$ cat config.mk
export PLATFORM = sky130hd
export DESIGN_NAME = core_seq
export DESIGN_NICKNAME = d
export VERILOG_FILES = /design/src/rtl/core_seq_pkg.sv /design/src/rtl/core_seq_wdog.sv /design/src/rtl/core_seq.sv
export SDC_FILE = /design/constraint.sdc
export NUM_CORES = 1
export LEC_CHECK = 0
export BUFFER_PORTS_ARGS = -buffer_cell sky130_fd_sc_hd__buf_2
export CAP_MARGIN = 20
export CORE_MARGIN = 3
export CORE_UTILIZATION = 45
export DETAILED_ROUTE_END_ITERATION = 8
export PLACE_DENSITY_LB_ADDON = 0.12
export SLEW_MARGIN = 20
export SYNTH_ARGS = -nofsm -noshare
export SYNTH_HDL_FRONTEND = slang
export SYNTH_SLANG_ARGS = --single-unit
$ cat constraint.sdc
create_clock -name clk -period 2.77 [get_ports clk]
set_input_delay 0.554 -clock clk [delete_from_list [all_inputs] [get_ports clk]]
set_output_delay 0.554 -clock clk [all_outputs]
set_load 0.01 [all_outputs]
$ cat src/rtl/core_seq_pkg.sv
// Shared types and constants for the core_seq multi-cycle sequencer.
package core_seq_pkg;

  localparam int TIMEOUT_W_DEF = 8;

  typedef enum logic [2:0] {
    RESET_WAIT = 3'd0,
    FETCH      = 3'd1,
    DECODE     = 3'd2,
    EXEC       = 3'd3,
    MEM        = 3'd4,
    WB         = 3'd5,
    HALT       = 3'd6,
    ERR        = 3'd7
  } seq_state_t;

  // Number of consecutive un-acked request cycles that trips the watchdog.
  function automatic int wdog_limit(input int width);
    return (1 << width) - 1;
  endfunction

endpackage

$ cat src/rtl/core_seq_wdog.sv
// Bus watchdog: counts un-acked request cycles, flags expiry on the limit-th one.
module core_seq_wdog
  import core_seq_pkg::*;
#(
  parameter int TIMEOUT_W = TIMEOUT_W_DEF
) (
  input  logic clk,
  input  logic rst,
  input  logic clr,
  input  logic cnt_en,
  output logic expired
);

  localparam logic [TIMEOUT_W-1:0] LAST = TIMEOUT_W'(wdog_limit(TIMEOUT_W) - 1);

  logic [TIMEOUT_W-1:0] cnt;

  // Expiry is combinational so the FSM leaves on the cycle the limit is hit.
  assign expired = cnt_en && (cnt == LAST);

  always_ff @(posedge clk or negedge rst) begin
    if (!rst) begin
      cnt <= '0;
    end else if (clr) begin
      cnt <= '0;
    end else if (cnt_en) begin
      cnt <= cnt + TIMEOUT_W'(1);
    end
  end

endmodule

$ cat src/rtl/core_seq.sv
// Multi-cycle fetch/decode/exec/mem/wb sequencer for the RV64 core.
// Define CORE_SEQ_PERF_EN to add the perf_cycle/perf_instret counters.
module core_seq
  import core_seq_pkg::*;
#(
  parameter int TIMEOUT_W = TIMEOUT_W_DEF
) (
  input  logic        clk,
  input  logic        rst,
`ifdef CORE_SEQ_PERF_EN
  output logic [63:0] perf_cycle,
  output logic [63:0] perf_instret,
`endif
  output logic        ibus_req,
  input  logic        ibus_ack,
  output logic        dbus_req,
  output logic        dbus_we,
  input  logic        dbus_ack,
  input  logic        dec_dm_r,
  input  logic        dec_dm_w,
  input  logic        dec_rf_w,
  input  logic        freeze,
  output logic        idu_valid,
  output logic        dstall,
  output logic        rf_we,
  output logic        pc_we,
  output logic        halted,
  output logic        bus_err
);

  seq_state_t state;
  seq_state_t state_next;
  logic       wd_cnt_en;
  logic       wd_clr;
  logic       wd_expired;

  always_ff @(posedge clk or negedge rst) begin
    if (!rst) begin
      state <= RESET_WAIT;
    end else begin
      state <= state_next;
    end
  end

  // An ack in the limit cycle takes priority over the watchdog.
  always_comb begin
    state_next = state;
    unique case (state)
      RESET_WAIT: state_next = FETCH;
      FETCH: begin
        if (ibus_ack)        state_next = DECODE;
        else if (wd_expired) state_next = ERR;
      end
      DECODE: state_next = EXEC;
      EXEC:   state_next = (dec_dm_r || dec_dm_w) ? MEM : WB;
      MEM: begin
        if (dbus_ack)        state_next = WB;
        else if (wd_expired) state_next = ERR;
      end
      WB:     state_next = freeze ? HALT : FETCH;
      HALT:   if (!freeze) state_next = FETCH;
      ERR:    state_next = ERR;
      default: state_next = ERR;
    endcase
  end

  // Outputs decode straight from state so reset forces them low at once.
  assign ibus_req  = (state == FETCH);
  assign idu_valid = (state == DECODE);
  assign dbus_req  = (state == MEM);
  assign dbus_we   = (state == MEM) && dec_dm_w;
  assign pc_we     = (state == WB);
  assign rf_we     = (state == WB) && dec_rf_w;
  assign dstall    = (state == WB) && dec_dm_r && !dec_dm_w;
  assign halted    = (state == HALT);
  assign bus_err   = (state == ERR);

  assign wd_cnt_en = (ibus_req && !ibus_ack) || (dbus_req && !dbus_ack);
  assign wd_clr    = !wd_cnt_en || (state_next != state);

  core_seq_wdog #(
    .TIMEOUT_W (TIMEOUT_W)
  ) u_wdog (
    .clk     (clk),
    .rst     (rst),
    .clr     (wd_clr),
    .cnt_en  (wd_cnt_en),
    .expired (wd_expired)
  );

`ifdef CORE_SEQ_PERF_EN
  always_ff @(posedge clk or negedge rst) begin
    if (!rst) begin
      perf_cycle   <= '0;
      perf_instret <= '0;
    end else begin
      if (!(state inside {RESET_WAIT, HALT, ERR})) perf_cycle <= perf_cycle + 64'd1;
      if (state == WB) perf_instret <= perf_instret + 64'd1;
    end
  end
`endif

endmodule

Word level (Yosys, flattened, before mapping)
Index checks and enable logic that the tools add are counted.
{ "word_totals": {"ff_bits": 11, "inputBits": 8} }
{ "op_classes": {"n_mux": 9, "eq_ne": 9, "n_reduce_logical": 16, "addsub": 1} }
{ "ops": {"columns": ["operator", "n"], "rows": [
  ["$pmux W3 S8", 1],
  ["$mux W8", 2],
  ["$mux W3", 5],
  ["$eq A3 B3 Y1 const B", 4],
  ["$add A8 B1 Y8 const B", 1],
  ["$eq A8 B8 Y1 const B", 1],
  ["$logic_and A1 B1 Y1", 7],
  ["$eq A3 B2 Y1 const B", 2],
  ["$logic_not A1 Y1", 4],
  ["$eq A3 B1 Y1 const B", 1],
  ["$logic_not A3 Y1", 1],
  ["$logic_or A1 B1 Y1", 3],
  ["$ne A3 B3 Y1", 1],
  ["$reduce_bool A2 Y1", 1],
  ["$mux W1", 1]
]} }

Logic depth before layout (Yosys ltp)
{ "depth": {"ltp_word": 10, "depth_mapped": 7} }

Hierarchy
From an unflattened synthesis, not the netlist that was laid out.
{ "hier_totals": {"cells_unflattened": 86, "hier_area_um2": 779.5} }
{ "by_module_without_submodules": {"columns": ["mod", "cells_each", "n_inst", "area_each_um2", "seq_area_each_um2"], "rows": [
  ["core_seq_wdog", 41, 1, 411.6, 200.2],
  ["core_seq", 45, 1, 367.9, 75.1]
]} }

Worst setup path after synthesis
No wires, ideal clock.
{ "synth_path": {"kind": "register -> output", "from": "register state[0]", "to": "output dbus_req", "path_buffers": 1, "t_arrival_ps": 978, "slack_ps": 1238, "path_stages_with_launch": 4, "cell_sequence": "dfrtp_1 > buf_6 > or3b_1 > inv_1"} }
{ "synth_between": {"elab_chain_cells": 1} }
{ "synth_rtl": {"columns": ["item", "line_no", "rtl"], "rows": [
  ["start: declaration", "core_seq.sv:31", "seq_state_t state;"],
  ["start signal: assignment", "core_seq.sv:41", "state <= state_next;"],
  ["$eq A3 B3 Y1", "core_seq.sv:70", "assign dbus_req = (state == MEM);"],
  ["end: declaration", "core_seq.sv:16", "output logic dbus_req,"]
]} }
No other way between the ends.

Final worst setup path
{ "layout_path": {"from": "register state[1]", "to": "output dstall"} }
{ "layout_between": {"elab_chain_cells": 3} }
{ "layout_rtl": {"columns": ["item", "line_no", "rtl"], "rows": [
  ["$eq A3 B3 Y1", "core_seq.sv:74", "assign dstall = (state == WB) && dec_dm_r && !dec_dm_w;"],
  ["$logic_and A1 B1 Y1 (2 in a row)", "core_seq.sv:74", null],
  ["end: declaration", "core_seq.sv:24", "output logic dstall,"]
]} }
No other way between the ends.

==> flow_summary.json <==
{
  "flow.area_growth_from_synthesis_pct": 13.74,
  "synth_seq_cells": 11,
  "min-delay-path-class": "in -> async",
  "pwr-share-clk": 0.170,
  "avgSynthCellArea_um2": 8.539,
  "critPathArrivalTime_ps": 1440,
  "max_cap_viol_count": 0,
  "comb_power_share": 0.404,
  "cts.repair.resized": 0,
  "timing_worst_slew_pin_value_ps": 356.0,
  "cts_root_buffer": "sky130_fd_sc_hd__clkbuf_4",
  "rr_startpoint": "u_wdog.cnt[0]",
  "rows": 13,
  "grt_max_degree": 14,
  "crit_type": "reg -> out",
  "finalNetCount": 107,
  "status": "complete, no violations",
  "cts.sink_count": 11,
  "grt_setup_unrepaired": "false",
  "power.share.switching": 0.4024,
  "insertedDiodeCount": 0,
  "drive_above_1_share": 0.2292,
  "setup.worst_path.start_class": "register",
  "drt.antenna.violating_nets": 0,
  "fp.dieArea_um2": 2022,
  "cellPowerDensity_nw_per_um2": 789.6,
  "worstPathRequired_ps": 2220,
  "synthesis.instances": 80,
  "layoutNonFillerInstCount": 111,
  "floorplan.die.height_um": 44.97,
  "cts_tree": "yes",
  "finalCritPeriodShare": 0.7204,
  "p_leak_uw": 0.0003810,
  "dp.final_hpwl_um": 955.4,
  "post_cts.repair.setup_buffers": 0,
  "finalSetupViolations": 0,
  "design.core.area_um2": 1366,
  "gp_congestion": 0.8042,
  "worst-path-buf-inv": 2,
  "final_area_um2": 777.0,
  "layout.cells.most_common": "sky130_fd_sc_hd__nor2_1",
  "slowest_stage": "sky130_fd_sc_hd__dfrtp_1",
  "post_drt_via_cell_ratio": 5.108,
  "maxSlewHeadroom": 0.7627,
  "io_pins": 17,
  "crit_path_max_incr_delay_ps": 550,
  "synth.distinct_cells": 29,
  "clockBufferDepth": 2,
  "p_int_uw": 366.6,
  "min_period_ps": 1995,
  "final.setup.worst_slack_ps": 774.5,
  "crit_path_cell_trace": "inv_1 -> and3_2 -> and3b_1 -> buf_2",
  "netSwitchingPower_uw": 246.9,
  "via_count": 567,
  "maxClockFrequency_ghz": 0.5011,
  "wl_per_cell_um": 10.84,
  "die_x_um": 44.97,
  "routed_wirelength_um": 1203,
  "clkTransAtPathRegs_ps": 60,
  "cts_hold_repair.buffers": 0,
  "drt_iter0_drc": 8,
  "drt_drc_violations_left": 0,
  "timing.final.hold_violations": 0,
  "cpLargestDelayFamily": "flip-flops",
  "numPlacedInstances": 107,
  "critical_path.endpoint_type": "output port",
  "regToRegSetupSlack_ps": 1240,
  "clock-skew-final_ps": 0.2209,
  "grt_pass1_wl_um": 2118,
  "stages_on_worst_setup_path": 4,
  "dr.pass1.iters": 4,
  "detailed_place.area_um2": 750.7,
  "initial_utilization": 0.5000,
  "initial_antenna_violation_count": 0,
  "worst_ir_drop_vdd_v": 0.0004849,
  "insertion_delay_ps": 260,
  "portBuffers": 16,
  "cp-endpoint": "dstall",
  "worst-r2r-cell-count": 6,
  "startpoint": "state[1]",
  "tritoncts.num_buffers": 3,
  "gr-usage-all-layers": 0.1452,
  "cp_max_fo": 13,
  "gr-total-overflow": 0,
  "clock_tree.htree_level_count": 1,
  "synth.yosys.seq_area_share": 0.4029,
  "drv_slew": 0,
  "mostFrequentLayoutCells": "sky130_fd_sc_hd__nor2_1 (19), sky130_fd_sc_hd__buf_2 (16), sky130_fd_sc_hd__dfrtp_1 (11)",
  "first_global_vias": 485,
  "dp_slack_ps": 1063,
  "yosys_warnings": 0,
  "synth_area_um2": 683.2,
  "finalSetupTns_ps": 0,
  "power.share.sequential": 0.426,
  "synth_nets": 90,
  "r2r-end": "u_wdog.cnt[3]"
}
## cell usage after synthesis (all sizes together)
library cell   n  area (um2)
maj3           1       10.01
o21ai          4       20.02
a22oi          1       7.510
o21bai         1       7.510
or3            1       6.260
a211oi         1       7.510
xnor2          4       35.03
or2b           1       7.510
xor2           2       17.52
and2           1       6.260
clkbuf         2       8.750
nor2          19       71.32
or3b           1       8.760
nand3          4       20.02
nor3           2       10.01
a21oi          4       20.02
and3b          1       8.760
nor3b          1       12.51
buf            2       22.52
dfrtp         11       275.3
nand2b         1       6.260
nand2          2       7.510
inv            5       18.77
a2bb2oi        1       8.760
and3           4       27.52
ha             2       25.02
nand4          1       6.260
## kinds of logic after synthesis
| family | after synthesis | share of synthesized area |
|---|---|---|
| compound gates | 12 | 0.1044 |
| xor+xnor | 6 | 0.07692 |
| fa+ha+maj | 3 | 0.05128 |
| buf+inv | 9 | 0.07325 |
| flops | 11 | 0.4029 |
| simple gates | 39 | 0.2912 |
## through the flow
stage	power [uW]	utilization	hold slack, ps
6_report	613.5	0.5687	138.0
4_1_cts	622.0	0.5687	138.2
3_3_place_gp	510.4	0.5495	429.3
5_1_grt	675.6	0.5687	132.1
3_5_place_dp	515.3	0.5495	428.8
2_1_floorplan	464.2	-	258.4
## registers in the layout, indices dropped and copies added (netlist names)
name        count
state           3
u_wdog.cnt      8
## worst register-to-register path, cell delays in order, from the launching register on
cell and delay, ps:
sky130_fd_sc_hd__dfrtp_1 400, sky130_fd_sc_hd__inv_1 60, sky130_fd_sc_hd__ha_1 190, sky130_fd_sc_hd__nand3_1 70, sky130_fd_sc_hd__nor2_1 90, sky130_fd_sc_hd__or3_1 490
sky130_fd_sc_hd__nor2_1 150
## worst min path at each step
stage	start	end	slack, ps
after global placement	rst	u_wdog.cnt[2]	430
final	rst	u_wdog.cnt[2]	140
after floorplan	rst	state[0]	260
after detailed placement	rst	u_wdog.cnt[2]	430
after CTS	rst	u_wdog.cnt[0]	140
after global routing	rst	u_wdog.cnt[6]	130
## power by group through the flow
| stage | sequential, uW | clock, uW | combinational [uW] |
|---|---|---|---|
| 2_1_floorplan | 214 | 0 | 250 |
| 3_3_place_gp | 260 | 0 | 251 |
| 3_5_place_dp | 264 | 0 | 251 |
| 4_1_cts | 260 | 110 | 252 |
| 5_1_grt | 271 | 122 | 283 |
| 6_report | 262 | 104 | 248 |
## area by class of cell
| class | instances | area, um2 |
|---|---|---|
| sequential | 11 | 275.3 |
| multi-input combinational | 60 | 357.8 |
| tap | 15 | 18.77 |
| inverter | 5 | 18.77 |
| clock buffer | 4 | 26.28 |
| fill | 129 | 589.3 |
| timing repair buffer | 16 | 80.08 |
## routing by layer
layer  track usage  share of wire
met4       0.05263         0.0083
met3       0.07171          0.090
met5             0              0
met2        0.1780           0.40
met1        0.2145           0.50
Note: power is estimated with default switching activity, not from simulation.
